===== src/rtl/alu_unit.sv =====
// alu_unit: sequential 8-bit ALU for the bus computer.
// Single-cycle ops complete on the start edge; MUL runs an 8-step shift-add
// with busy/done handshake. Result and flags are held in registers, and the
// result is driven onto ALU_out only while OE is high.
module alu_unit (
    input  logic       CLK,
    input  logic       RESET_n,
    input  logic [7:0] A_in,
    input  logic [7:0] B_in,
    input  logic [2:0] op,
    input  logic       start,
    input  logic       OE,
    output logic [7:0] ALU_out,
    output logic [7:0] MUL_hi,
    output logic       C,
    output logic       Z,
    output logic       N,
    output logic       V,
    output logic       busy,
    output logic       done
);

    typedef enum logic {
        S_IDLE,
        S_MUL
    } state_t;

    typedef enum logic [2:0] {
        OP_ADD = 3'b000,
        OP_SUB = 3'b001,
        OP_AND = 3'b010,
        OP_OR  = 3'b011,
        OP_XOR = 3'b100,
        OP_SHL = 3'b101,
        OP_SHR = 3'b110,
        OP_MUL = 3'b111
    } op_t;

    state_t      state_q, state_d;
    logic [7:0]  res_q,   res_d;
    logic [7:0]  hi_q,    hi_d;
    logic        c_q,     c_d;
    logic        z_q,     z_d;
    logic        n_q,     n_d;
    logic        v_q,     v_d;
    logic        done_q,  done_d;
    logic [7:0]  mcand_q, mcand_d;
    logic [7:0]  mplier_q, mplier_d;
    logic [15:0] acc_q,   acc_d;
    logic [2:0]  cnt_q,   cnt_d;

    op_t         op_sel;
    logic [8:0]  sum9;
    logic [8:0]  diff9;
    logic [7:0]  alu_res;
    logic        alu_c;
    logic        alu_v;
    logic [15:0] addend;
    logic [15:0] acc_next;

    assign op_sel = op_t'(op);

    // Single-cycle datapath: result, carry and overflow for the non-MUL ops
    always_comb begin
        sum9    = {1'b0, A_in} + {1'b0, B_in};
        diff9   = {1'b0, A_in} + {1'b0, ~B_in} + 9'd1;
        alu_res = '0;
        alu_c   = 1'b0;
        alu_v   = 1'b0;
        unique case (op_sel)
            OP_ADD: begin
                alu_res = sum9[7:0];
                alu_c   = sum9[8];
                alu_v   = (A_in[7] == B_in[7]) && (sum9[7] != A_in[7]);
            end
            OP_SUB: begin
                // carry out of A + ~B + 1 is the "no borrow" (A >= B) flag
                alu_res = diff9[7:0];
                alu_c   = diff9[8];
                alu_v   = (A_in[7] != B_in[7]) && (diff9[7] != A_in[7]);
            end
            OP_AND: alu_res = A_in & B_in;
            OP_OR:  alu_res = A_in | B_in;
            OP_XOR: alu_res = A_in ^ B_in;
            OP_SHL: begin
                alu_res = {A_in[6:0], 1'b0};
                alu_c   = A_in[7];
            end
            OP_SHR: begin
                alu_res = {1'b0, A_in[7:1]};
                alu_c   = A_in[0];
            end
            default: begin
                alu_res = '0;
            end
        endcase
    end

    // Shift-add step: partial product for the current multiplier bit
    always_comb begin
        addend   = mplier_q[0] ? ({8'h00, mcand_q} << cnt_q) : '0;
        acc_next = acc_q + addend;
    end

    // Next-state logic: operation acceptance, multiply iteration, result write
    always_comb begin
        state_d  = state_q;
        res_d    = res_q;
        hi_d     = hi_q;
        c_d      = c_q;
        z_d      = z_q;
        n_d      = n_q;
        v_d      = v_q;
        done_d   = 1'b0;
        mcand_d  = mcand_q;
        mplier_d = mplier_q;
        acc_d    = acc_q;
        cnt_d    = cnt_q;
        unique case (state_q)
            S_IDLE: begin
                if (start) begin
                    if (op_sel == OP_MUL) begin
                        mcand_d  = A_in;
                        mplier_d = B_in;
                        acc_d    = '0;
                        cnt_d    = '0;
                        state_d  = S_MUL;
                    end else begin
                        res_d  = alu_res;
                        hi_d   = '0;
                        c_d    = alu_c;
                        z_d    = (alu_res == 8'h00);
                        n_d    = alu_res[7];
                        v_d    = alu_v;
                        done_d = 1'b1;
                    end
                end
            end
            S_MUL: begin
                acc_d    = acc_next;
                mplier_d = mplier_q >> 1;
                cnt_d    = cnt_q + 3'd1;
                if (cnt_q == 3'd7) begin
                    res_d   = acc_next[7:0];
                    hi_d    = acc_next[15:8];
                    c_d     = (acc_next[15:8] != 8'h00);
                    z_d     = (acc_next == 16'h0000);
                    n_d     = acc_next[7];
                    v_d     = 1'b0;
                    done_d  = 1'b1;
                    state_d = S_IDLE;
                end
            end
            default: state_d = S_IDLE;
        endcase
    end

    // State and datapath registers, cleared asynchronously
    always_ff @(posedge CLK or negedge RESET_n) begin
        if (!RESET_n) begin
            state_q  <= S_IDLE;
            res_q    <= '0;
            hi_q     <= '0;
            c_q      <= 1'b0;
            z_q      <= 1'b0;
            n_q      <= 1'b0;
            v_q      <= 1'b0;
            done_q   <= 1'b0;
            mcand_q  <= '0;
            mplier_q <= '0;
            acc_q    <= '0;
            cnt_q    <= '0;
        end else begin
            state_q  <= state_d;
            res_q    <= res_d;
            hi_q     <= hi_d;
            c_q      <= c_d;
            z_q      <= z_d;
            n_q      <= n_d;
            v_q      <= v_d;
            done_q   <= done_d;
            mcand_q  <= mcand_d;
            mplier_q <= mplier_d;
            acc_q    <= acc_d;
            cnt_q    <= cnt_d;
        end
    end

    assign ALU_out = OE ? res_q : '0;
    assign MUL_hi  = hi_q;
    assign C       = c_q;
    assign Z       = z_q;
    assign N       = n_q;
    assign V       = v_q;
    assign busy    = (state_q == S_MUL);
    assign done    = done_q;

endmodule

===== config.mk =====
export PLATFORM = sky130hd
export DESIGN_NAME = alu_unit
export DESIGN_NICKNAME = d
export VERILOG_FILES = /design/src/rtl/alu_unit.sv
export SDC_FILE = /design/constraint.sdc
export NUM_CORES = 1
export LEC_CHECK = 0
export ABC_AREA = 1
export CORE_UTILIZATION = 35
export CTS_CLUSTER_SIZE = 25
export DETAILED_ROUTE_END_ITERATION = 8
export PLACE_DENSITY = 0.65
export SLEW_MARGIN = 25
export SYNTH_ARGS = -nofsm -noshare
export SYNTH_HDL_FRONTEND = slang
export SYNTH_SLANG_ARGS = --single-unit

===== constraint.sdc =====
create_clock -name CLK -period 2.6 [get_ports CLK]
set_input_delay 0.39 -clock CLK [delete_from_list [all_inputs] [get_ports CLK]]
set_output_delay 0.39 -clock CLK [all_outputs]
set_load 0.005 [all_outputs]

==> results.py <==
metrics = {
    "synth": {
        "synth_top_area_share": 0.2790,
        "async_reset_ff_frac": 1.000,
        "synth-seq-cells": 56,
        "synth_most_common_cell": "nand2_1",
        "synth.area.top_cells": "dfrtp_1, nand2_1, ha_1",
        "yosysWarnings": 0,
        "yosys.area_share.xor_xnor": 0.01570,
        "synth_edf_count": 0,
        "seq_area_frac_synth": 0.2790,
        "synth_top_area_cell": "dfrtp_1",
        "yosys.area_share.simple": 0.3662,
        "synth_nets": 845,
        "synth_cell_types": 36,
        "ys.flop_type": "dfrtp_1",
        "synth_mux_area_frac": 0.001993,
        "syn_avg_cell_area_um2": 6.455,
        "synthCells": 778,
        "synth_adder_area_share": 0.1141,
        "syn_area_um2": 5022,
        "synth_compound_area_frac": 0.1021,
        "synth_top_family_by_area": "simple AND/OR/NAND/NOR gates",
        "ys_top_cells_by_count": "nand2_1, inv_1, nand3_1",
    },
    "status": {
        "failed_checks": "setup timing",
        "outcome": "finished with violations",
    },
    "route": {
        "wl_per_cell_um": 14.61,
        "ant_nets": 0,
        "drt_pass1_iterations": 6,
        "drt_iter0_drc": 397,
        "drc": 0,
        "routed_wirelength_mm": 16.16,
        "viasPerCell": 5.090,
        "vias": 5630,
    },
    "timing": {
        "fin_skew_ps": 2.746,
        "setup_ws_ps": -99.27,
        "period_minus_slack_ps": 2699,
        "worstMarginPinSlew_ps": 657.4,
        "fmax_mhz": 370.5,
        "setup_viol": 3,
        "finalCritPeriodShare": 1.038,
        "rsz0062_at_grt": "true",
        "finalMaxSlewViolations": 0,
        "relSlewSlack": 0.5617,
        "hold_ws_ps": 114.4,
        "hold_violations": 0,
    },
    "global_route": {
        "grt_usage": 0.2136,
        "grt_start_max_net_pins": 36,
        "grt_pass1_vias": 5241,
        "antenna_found_initial": 0,
        "grt_pass1_wl_mm": 25.10,
        "grt_overflow": 0,
    },
    "final_layout": {
        "fillers": 1296,
        "layout-drive-gt1-share": 0.2700,
        "diodes": 0,
        "syn2layout_area_growth_pct": 42.03,
        "multiInputGateArea_um2": 3488,
        "seq_area_um2": 1403,
        "final_nets": 992,
    },
    "clock_tree": {
        "clk_latency_ps": 300,
        "cts_buffers": 5,
        "path_clk_slew_ps": 70,
        "cts-hold-fix-buffers": 0,
        "htreeDepth": 2,
        "cts_tree": "done",
        "clock-sinks": 56,
        "cts-root-buf": "clkbuf_16",
        "cts_buffer_depth": 2,
    },
    "power": {
        "ir_drop_v": 0.0004434,
        "power.density_nw_per_um2": 893.5,
        "leakage_nw": 3.776,
        "power_w": 0.006374,
    },
    "critical_path": {
        "critPathCaptureType": "register",
        "start_kind": "register",
        "rr_endpoint": "C",
        "rrSetupSlack_ps": -100,
        "r2r_cells": 19,
        "cp_data_required_time_ps": 2830,
        "rr_startpoint": "cnt_q[0]",
        "worstPathArrival_ps": 2930,
        "critPathKind": "reg -> reg",
        "worstPathMaxFanout": 8,
    },
    "min_path": {
        "min_path_type": "in -> async",
    },
    "job": {
        "drv_cap": 0,
    },
    "die": {
        "die_y_um": 121.8,
        "die_x_um": 121.8,
        "start_util": 0.3604,
        "ios": 45,
        "die_area_um2": 14830,
        "row_count": 43,
        "core_um2": 13930,
    },
    "placed_design": {
        "io_buffers": 44,
        "globalplace.congestion": 1.006,
        "place_hpwl_mm": 11.93,
    },
}
==> layout make-up <==
type | instances | area share
Timing Repair Buffer | 168 | 0.1987
Sequential cell | 56 | 0.1966
Clock buffer | 6 | 0.01807
Inverter | 121 | 0.06402
Tap cell | 180 | 0.03157
Multi-Input combinational cell | 573 | 0.4890
Clock inverter | 2 | 0.001929
==> cell families after synthesis <==
| kind of cell | Yosys count |
|---|---|
| multiplexers | 1 |
| flip-flops | 56 |
| AO/OA/AOI/OAI | 92 |
| AND/OR/NAND/NOR | 427 |
| buffers and inverters | 149 |
| adder cells (fa/ha/maj) | 44 |
| XOR/XNOR | 9 |
==> worst max-delay path, cell delays in order (launching register included) <==
cell and delay, ps:
dfrtp_2 440, buf_6 150, o21ai_2 210, o21ai_2 100, buf_4 150, o22ai_4 180, ha_4 250, nand2_1 90
inv_1 80, a21oi_2 180, nand2_4 110, nand2_4 100, nand2_1 50, nand2_1 80, nand2_1 70, nand2_2 100
nor2_4 50, nand2_1 50, nand2_1 50, a21oi_1 140
==> cells in the final DEF (no fill, tap or decap), types with 8 or more instances in the layout <==
master,instances
nand4_1,20
inv_2,12
nand2_4,9
nand2_2,31
buf_4,115
o21ai_0,21
o22ai_1,9
nand3_2,8
inv_1,108
nor2_1,46
nand2_1,209
clkdlybuf4s50_1,43
nand3_1,74
a21oi_1,13
dfrtp_1,55
o21ai_2,11
o21ai_1,8
ha_1,33
==> through the flow <==
| step | instance area, um^2 | setup WS (ps) | std cells | setup TNS (ps) | utilization |
|---|---|---|---|---|---|
| after floorplan | 5024 | 75.98 | 778 | 0 | - |
| after global placement | 6331 | -361.3 | 1077 | -1312 | 0.4543 |
| after detailed placement | 6331 | -363.4 | 1077 | -1460 | 0.4543 |
| after CTS | 6736 | -4.870 | 1097 | -4.870 | 0.4834 |
| after global routing | 7133 | -288.1 | 1106 | -1725 | 0.5119 |
| final | 7133 | -99.27 | 1106 | -205.2 | 0.5119 |
==> state kept, by name, indices dropped and copies added, names as in the netlist <==
signal / flops
acc_q: 16
MUL_hi: 8
mcand_q: 8
mplier_q: 8
res_q: 7
cnt_q: 3
C: 1
N: 1
V: 1
Z: 1
busy: 1
done: 1
==> per-layer routing <==
metal	global-route usage	wire length (um)	up-vias
met3	0.02294	696	48
met1	0.2825	7052	2612
met5	0	0	-
li1	-	-	2795
met4	0.07176	572	0
met2	0.3609	7842	175
==> worst max-delay path by stage <==
stage,slack (ps),endpoint,start
5_1_grt,-290,Z,cnt_q[0]
6_report,-100,C,cnt_q[0]
2_1_floorplan,80,C,cnt_q[0]
4_1_cts,-5,Z,cnt_q[0]
3_5_place_dp,-360,Z,cnt_q[0]
3_3_place_gp,-360,Z,cnt_q[0]
==> where the power goes <==
| group | internal, W | switching, W |
|---|---|---|
| Sequential | 0.00125 | 0.000278 |
| Combinational | 0.00190 | 0.00226 |
| Clock | 0.000361 | 0.000329 |
==> repair_timing <==
action,4_1_cts,5_1_grt
pin swaps,24,61
cloned,1,0
endpoints found under the setup margin,15,19
gates resized for setup,66,81
hold endpoints to repair,0,0
buffers inserted,11,9
Note: power is estimated with default switching activity, not from simulation.
